<file path="src/rtl/rotate_detect.sv">
// rtl/rotate_detect.sv - iterative detector of the rotation mapping X onto Y; optional ROTATE_DETECT_BIDIR_EN
// Default build searches right rotations only; ROTATE_DETECT_BIDIR_EN adds a parallel left search.
module rotate_detect #(
  parameter int N = 8
) (
  input  logic                 i_clk,
  input  logic                 i_reset,
  input  logic                 i_start,
  input  logic [N-1:0]         i_x,
  input  logic [N-1:0]         i_y,
  output logic                 o_busy,
  output logic                 o_done,
  output logic                 o_found,
  output logic [$clog2(N)-1:0] o_amt,
  output logic                 o_dir
);

  localparam int AW = $clog2(N);
`ifdef ROTATE_DETECT_BIDIR_EN
  localparam logic [AW-1:0] LAST = AW'(N / 2);
`else
  localparam logic [AW-1:0] LAST = AW'(N - 1);
`endif

  typedef enum logic [1:0] {IDLE, SEARCH, REPORT} state_t;

  state_t        r_state;
  state_t        w_next;
  logic [N-1:0]  r_wr;
  logic [N-1:0]  r_t;
  logic [AW-1:0] r_cnt;
  logic          r_found;
  logic [AW-1:0] r_amt;
  logic          r_dir;
  logic          w_hit_r;
  logic          w_hit_l;
  logic          w_stop;
  logic          w_accept;

  assign w_accept = (r_state == IDLE) && i_start;
  assign w_hit_r  = (r_wr == r_t);
  assign w_stop   = w_hit_r || w_hit_l || (r_cnt == LAST);

`ifdef ROTATE_DETECT_BIDIR_EN
  logic [N-1:0] r_wl;

  always_ff @(posedge i_clk or posedge i_reset) begin
    if (i_reset) begin
      r_wl <= '0;
    end else if (w_accept) begin
      r_wl <= i_x;
    end else if ((r_state == SEARCH) && !w_stop) begin
      r_wl <= {r_wl[N-2:0], r_wl[N-1]};
    end
  end

  assign w_hit_l = (r_wl == r_t);
`else
  assign w_hit_l = 1'b0;
`endif

  always_ff @(posedge i_clk or posedge i_reset) begin
    if (i_reset) begin
      r_state <= IDLE;
    end else begin
      r_state <= w_next;
    end
  end

  always_comb begin
    w_next = r_state;
    case (r_state)
      IDLE:    if (i_start) w_next = SEARCH;
      SEARCH:  if (w_stop) w_next = REPORT;
      REPORT:  w_next = IDLE;
      default: w_next = IDLE;
    endcase
  end

  always_comb begin
    o_busy = 1'b0;
    o_done = 1'b0;
    case (r_state)
      SEARCH: o_busy = 1'b1;
      REPORT: begin
        o_busy = 1'b1;
        o_done = 1'b1;
      end
      default: ;
    endcase
  end

  always_ff @(posedge i_clk or posedge i_reset) begin
    if (i_reset) begin
      r_wr  <= '0;
      r_t   <= '0;
      r_cnt <= '0;
    end else if (w_accept) begin
      r_wr  <= i_x;
      r_t   <= i_y;
      r_cnt <= '0;
    end else if ((r_state == SEARCH) && !w_stop) begin
      r_wr  <= {r_wr[0], r_wr[N-1:1]};
      r_cnt <= r_cnt + AW'(1);
    end
  end

  // Results persist through the next search and change only when it ends; right wins a tie.
  always_ff @(posedge i_clk or posedge i_reset) begin
    if (i_reset) begin
      r_found <= 1'b0;
      r_amt   <= '0;
      r_dir   <= 1'b1;
    end else if ((r_state == SEARCH) && w_stop) begin
      r_found <= w_hit_r || w_hit_l;
      r_amt   <= (w_hit_r || w_hit_l) ? r_cnt : '0;
      r_dir   <= w_hit_r || !w_hit_l;
    end
  end

  assign o_found = r_found;
  assign o_amt   = r_amt;
  assign o_dir   = r_dir;

endmodule

</file>
<file path="config.mk">
export PLATFORM = sky130hd
export DESIGN_NAME = rotate_detect
export DESIGN_NICKNAME = d
export VERILOG_FILES = /design/src/rtl/rotate_detect.sv
export SDC_FILE = /design/constraint.sdc
export NUM_CORES = 1
export LEC_CHECK = 0
export CAP_MARGIN = 20
export CORE_MARGIN = 8
export CORE_UTILIZATION = 30
export CTS_CLUSTER_SIZE = 24
export DETAILED_ROUTE_END_ITERATION = 8
export PLACE_DENSITY = 0.6
export SETUP_SLACK_MARGIN = 0.5
export SLEW_MARGIN = 0
export SYNTH_ARGS = -nofsm -noshare
export SYNTH_HDL_FRONTEND = slang
export SYNTH_SLANG_ARGS = --single-unit
</file>
<file path="constraint.sdc">
create_clock -name i_clk -period 2.5 [get_ports i_clk]
set_input_delay 0.5 -clock i_clk [delete_from_list [all_inputs] [get_ports i_clk]]
set_output_delay 0.5 -clock i_clk [all_outputs]
set_load 0.01 [all_outputs]
</file>
==> results.md <==
* Commonest non-fill, non-tap cell in the layout: sky130_fd_sc_hd__dfrtp_1
* Highest metal layer used by the detailed router: met4
* Vias in the first global route at 892
* Period utilization at 72.0%
* Switching power as a share of total power at a little over a third
* Met1 wire length at 1.08 mm
* TNS Setup at 0 ns
* Detail Route Antenna Nets at 0
* Placed Instance Area at 0.00151 mm2
* Number of max-cap violations at 0
* Effective utilization at floorplan at 30.8%
* Buffer type at the clock tree root: sky130_fd_sc_hd__clkbuf_8
* I/O Buffers at 24
* Fraction of layout instances using a drive strength above 1 at 12.4%
* Critical Path Source Type: flop
* Final design instance area without fill at around 0.0016 mm2
* Worst max-slew margin expressed relative to the limit at between 60% and 70%
* Met3 layer wire length in the routed design at roughly 160 um
* Leading area contributor after synthesis: sky130_fd_sc_hd__dfrtp_1
* Number of placement rows at 23
* Clock sink count at 25
* Maximum number of buffers from clock root to sink at 2
* Hold Vio Cnt, Final at 0
* Via count at between 800 and 900
* Most frequent cells in the layout: sky130_fd_sc_hd__dfrtp_1 (25), sky130_fd_sc_hd__clkdlybuf4s50_1 (22), sky130_fd_sc_hd__a21oi_1 (11)
* Number of DRC markers after the initial detailed-route iteration at 35
* DP Wirelength at roughly 1.8 mm
* Final number of setup-violating endpoints at 0
* Post-synthesis instance area at roughly 0.0012 mm2
* Category of the critical setup timing path: reg -> out
* Class of the tightest hold or removal check: reg -> reg
* Number of nets at the end of the flow at 155
* Setup fix buffers added after clock tree synthesis at 0
* Min Clock Period, post-route at 1.80 ns
* TritonRoute pass-1 iters at 4
* Routed length on met2 at 1.13 mm
* Sequential power share at 41.3%
* Die area at 0.00633 mm2
* Gate count of the mapped netlist at 102
* Net switching power at 0.000612 W
* Growth of design area from synthesis to finish at 28.4%
* Number of register bits inferred by synthesis at 25
* CORE AREA at 0.00394 mm2
* Leakage at 0.696 nW
* Insertion delay of the later-clocked pin in the worst-skew pair at between 0.2 and 0.3 ns
* Internal cell power at between 0.001 and 0.0015 W
* Critical path endpoint category: output port
* Number of diodes at 0
* Average cell area after synthesis at 11.9 um2
* Share of the yosys chip area belonging to registers at 51.6%
* Synth area leaders: sky130_fd_sc_hd__dfrtp_1 (52%), sky130_fd_sc_hd__mux2_2 (8.4%), sky130_fd_sc_hd__mux2i_1 (8.3%)
* Post-synthesis cell type count at 22
* Max Transition Viols Final at 0
* Maximum number of pins on one net before global-route repair at 26
* Unrepaired setup endpoints after global routing: false
* Htree depth at 1
* Power per cell area at about 1100 mW/mm2
* Share of power burned in combinational logic at between 40 and 50%
* Yosys warns at 0
* Post-detailed-routing wire length at 2.39 mm
* Data required time of the worst path at 2.00 ns
* Total I/O pin count at 26
* Highest net fanout along the worst path at 3
* Yosys top cell area share at 51.6%
* Total clock buffers created by CTS at 3
* Actual transition at the worst max-transition pin at 0.588 ns
* Placer Congestion at 0.745
* Clock tree from TritonCTS: done
* GRT Residual Overflow at 0
* Mean routed wirelength per cell at 13.4 um
* Synth Net Count at about 130
* Total global routing track utilization at 8.09%
* Die boundary width at 79.6 um
* Clock network fraction of total power at a little over an eighth
* Via-per-instance ratio at 4.59
* Arrival time of data at the critical path endpoint at 1.30 ns
* Peak VDD IR at 0.571 mV
* Worst clock skew at 0.00311 ns
* DRC violation count after routing at 0
* Maximum operating frequency at about 560 MHz
* Clock-pin slew on the worst setup and hold paths at 0.08 ns
* Wire length of the first global-routing pass at 4.11 mm
* Die height at 79.6 um
* Layout filler cell count at 376
* Antenna violations before repair at 0
* Run status: complete, no violations
==> path summary, 6_finish.rpt <==
path                       depth (start not counted)         end       start  slack (ns)
setup / recovery                                   3      o_busy  r_state[0]        0.70
min in group asynchronous                          3  r_state[0]     i_reset        0.58
setup reg to reg                                   6     r_wr[5]  r_state[0]        0.75
hold reg to reg                                    1     o_found     o_found        0.51
max in group asynchronous                          3     r_wr[7]     i_reset        1.67
hold / removal                                     1     o_found     o_found        0.51
==> state kept, by name, summed over array words and instances (netlist names) <==
name,flops
o_amt,3
o_found,1
r_cnt,3
r_state,2
r_t,8
r_wr,8
==> layer usage <==
metal	track usage (%)	vias up
met5	0	-
met4	2.78	0
met2	13.1	25
met1	9.52	386
li1	-	405
met3	3.04	5
==> critical path, cell delays in order, from the launching register on <==
cell and delay (ns):
sky130_fd_sc_hd__dfrtp_1 0.40, sky130_fd_sc_hd__inv_1 0.11, sky130_fd_sc_hd__ha_1 0.24, sky130_fd_sc_hd__dlygate4sd2_1 0.28
==> logic make-up after synthesis <==
group / Yosys count / synth area share, %
flops: 25 / 51.6
compound gates: 19 / 10.0
mux: 19 / 16.6
simple gates: 14 / 4.95
xor+xnor: 9 / 6.50
buf+inv: 9 / 3.82
fa+ha+maj: 6 / 6.19
other cells: 1 / 0.309
==> metrics by stage <==
stage | worst slack [ns] | total power, W | instances | utilization [%] | hold slack, ns
6_report | 0.699 | 0.00175 | 179 | 39.5 | 0.506
5_1_grt | 0.566 | 0.00189 | 179 | 39.5 | 0.530
4_1_cts | 0.531 | 0.00178 | 179 | 39.4 | 0.516
3_5_place_dp | 0.406 | 0.00154 | 175 | 38.3 | 0.496
3_3_place_gp | 0.455 | 0.00152 | 175 | 38.3 | 0.482
2_1_floorplan | 0.975 | 0.00132 | 102 | - | 0.481
==> power groups by stage <==
stage,clock network [W],logic (W),registers (W)
after floorplan,0,0.000619,0.000704
after global placement,0,0.000788,0.000728
after detailed placement,0,0.000812,0.000729
after CTS,0.000248,0.000807,0.000724
after global routing,0.000269,0.000880,0.000745
final,0.000235,0.000789,0.000721
==> final cells by class <==
| type | count | area, um2 | area share (%) |
|---|---|---|---|
| clock buffers | 4 | 45.0 | 2.89 |
| flip-flops and latches | 25 | 626 | 40.2 |
| repair buffers | 27 | 264 | 17.0 |
| well taps | 50 | 62.6 | 4.02 |
| multi-input cells | 68 | 541 | 34.7 |
| inverters | 5 | 18.8 | 1.21 |
==> cell usage after synthesis, drive strengths merged <==
cell,n
xnor2,9
conb,1
dfrtp,25
nor2b,1
a22o,1
nand2,1
a21oi,11
mux2i,10
nand4,2
buf,3
ha,6
o21ai,3
mux2,9
o2bb2ai,1
inv,5
nor2,10
a32o,3
clkbuf,1
==> what timing repair did <==
| action | in CTS | in global routing |
|---|---|---|
| setup endpoints to repair | 1 | 1 |
| gates resized for setup | 1 | 1 |
| hold buffers | 0 | 0 |
(Power assumes the default switching activity.)
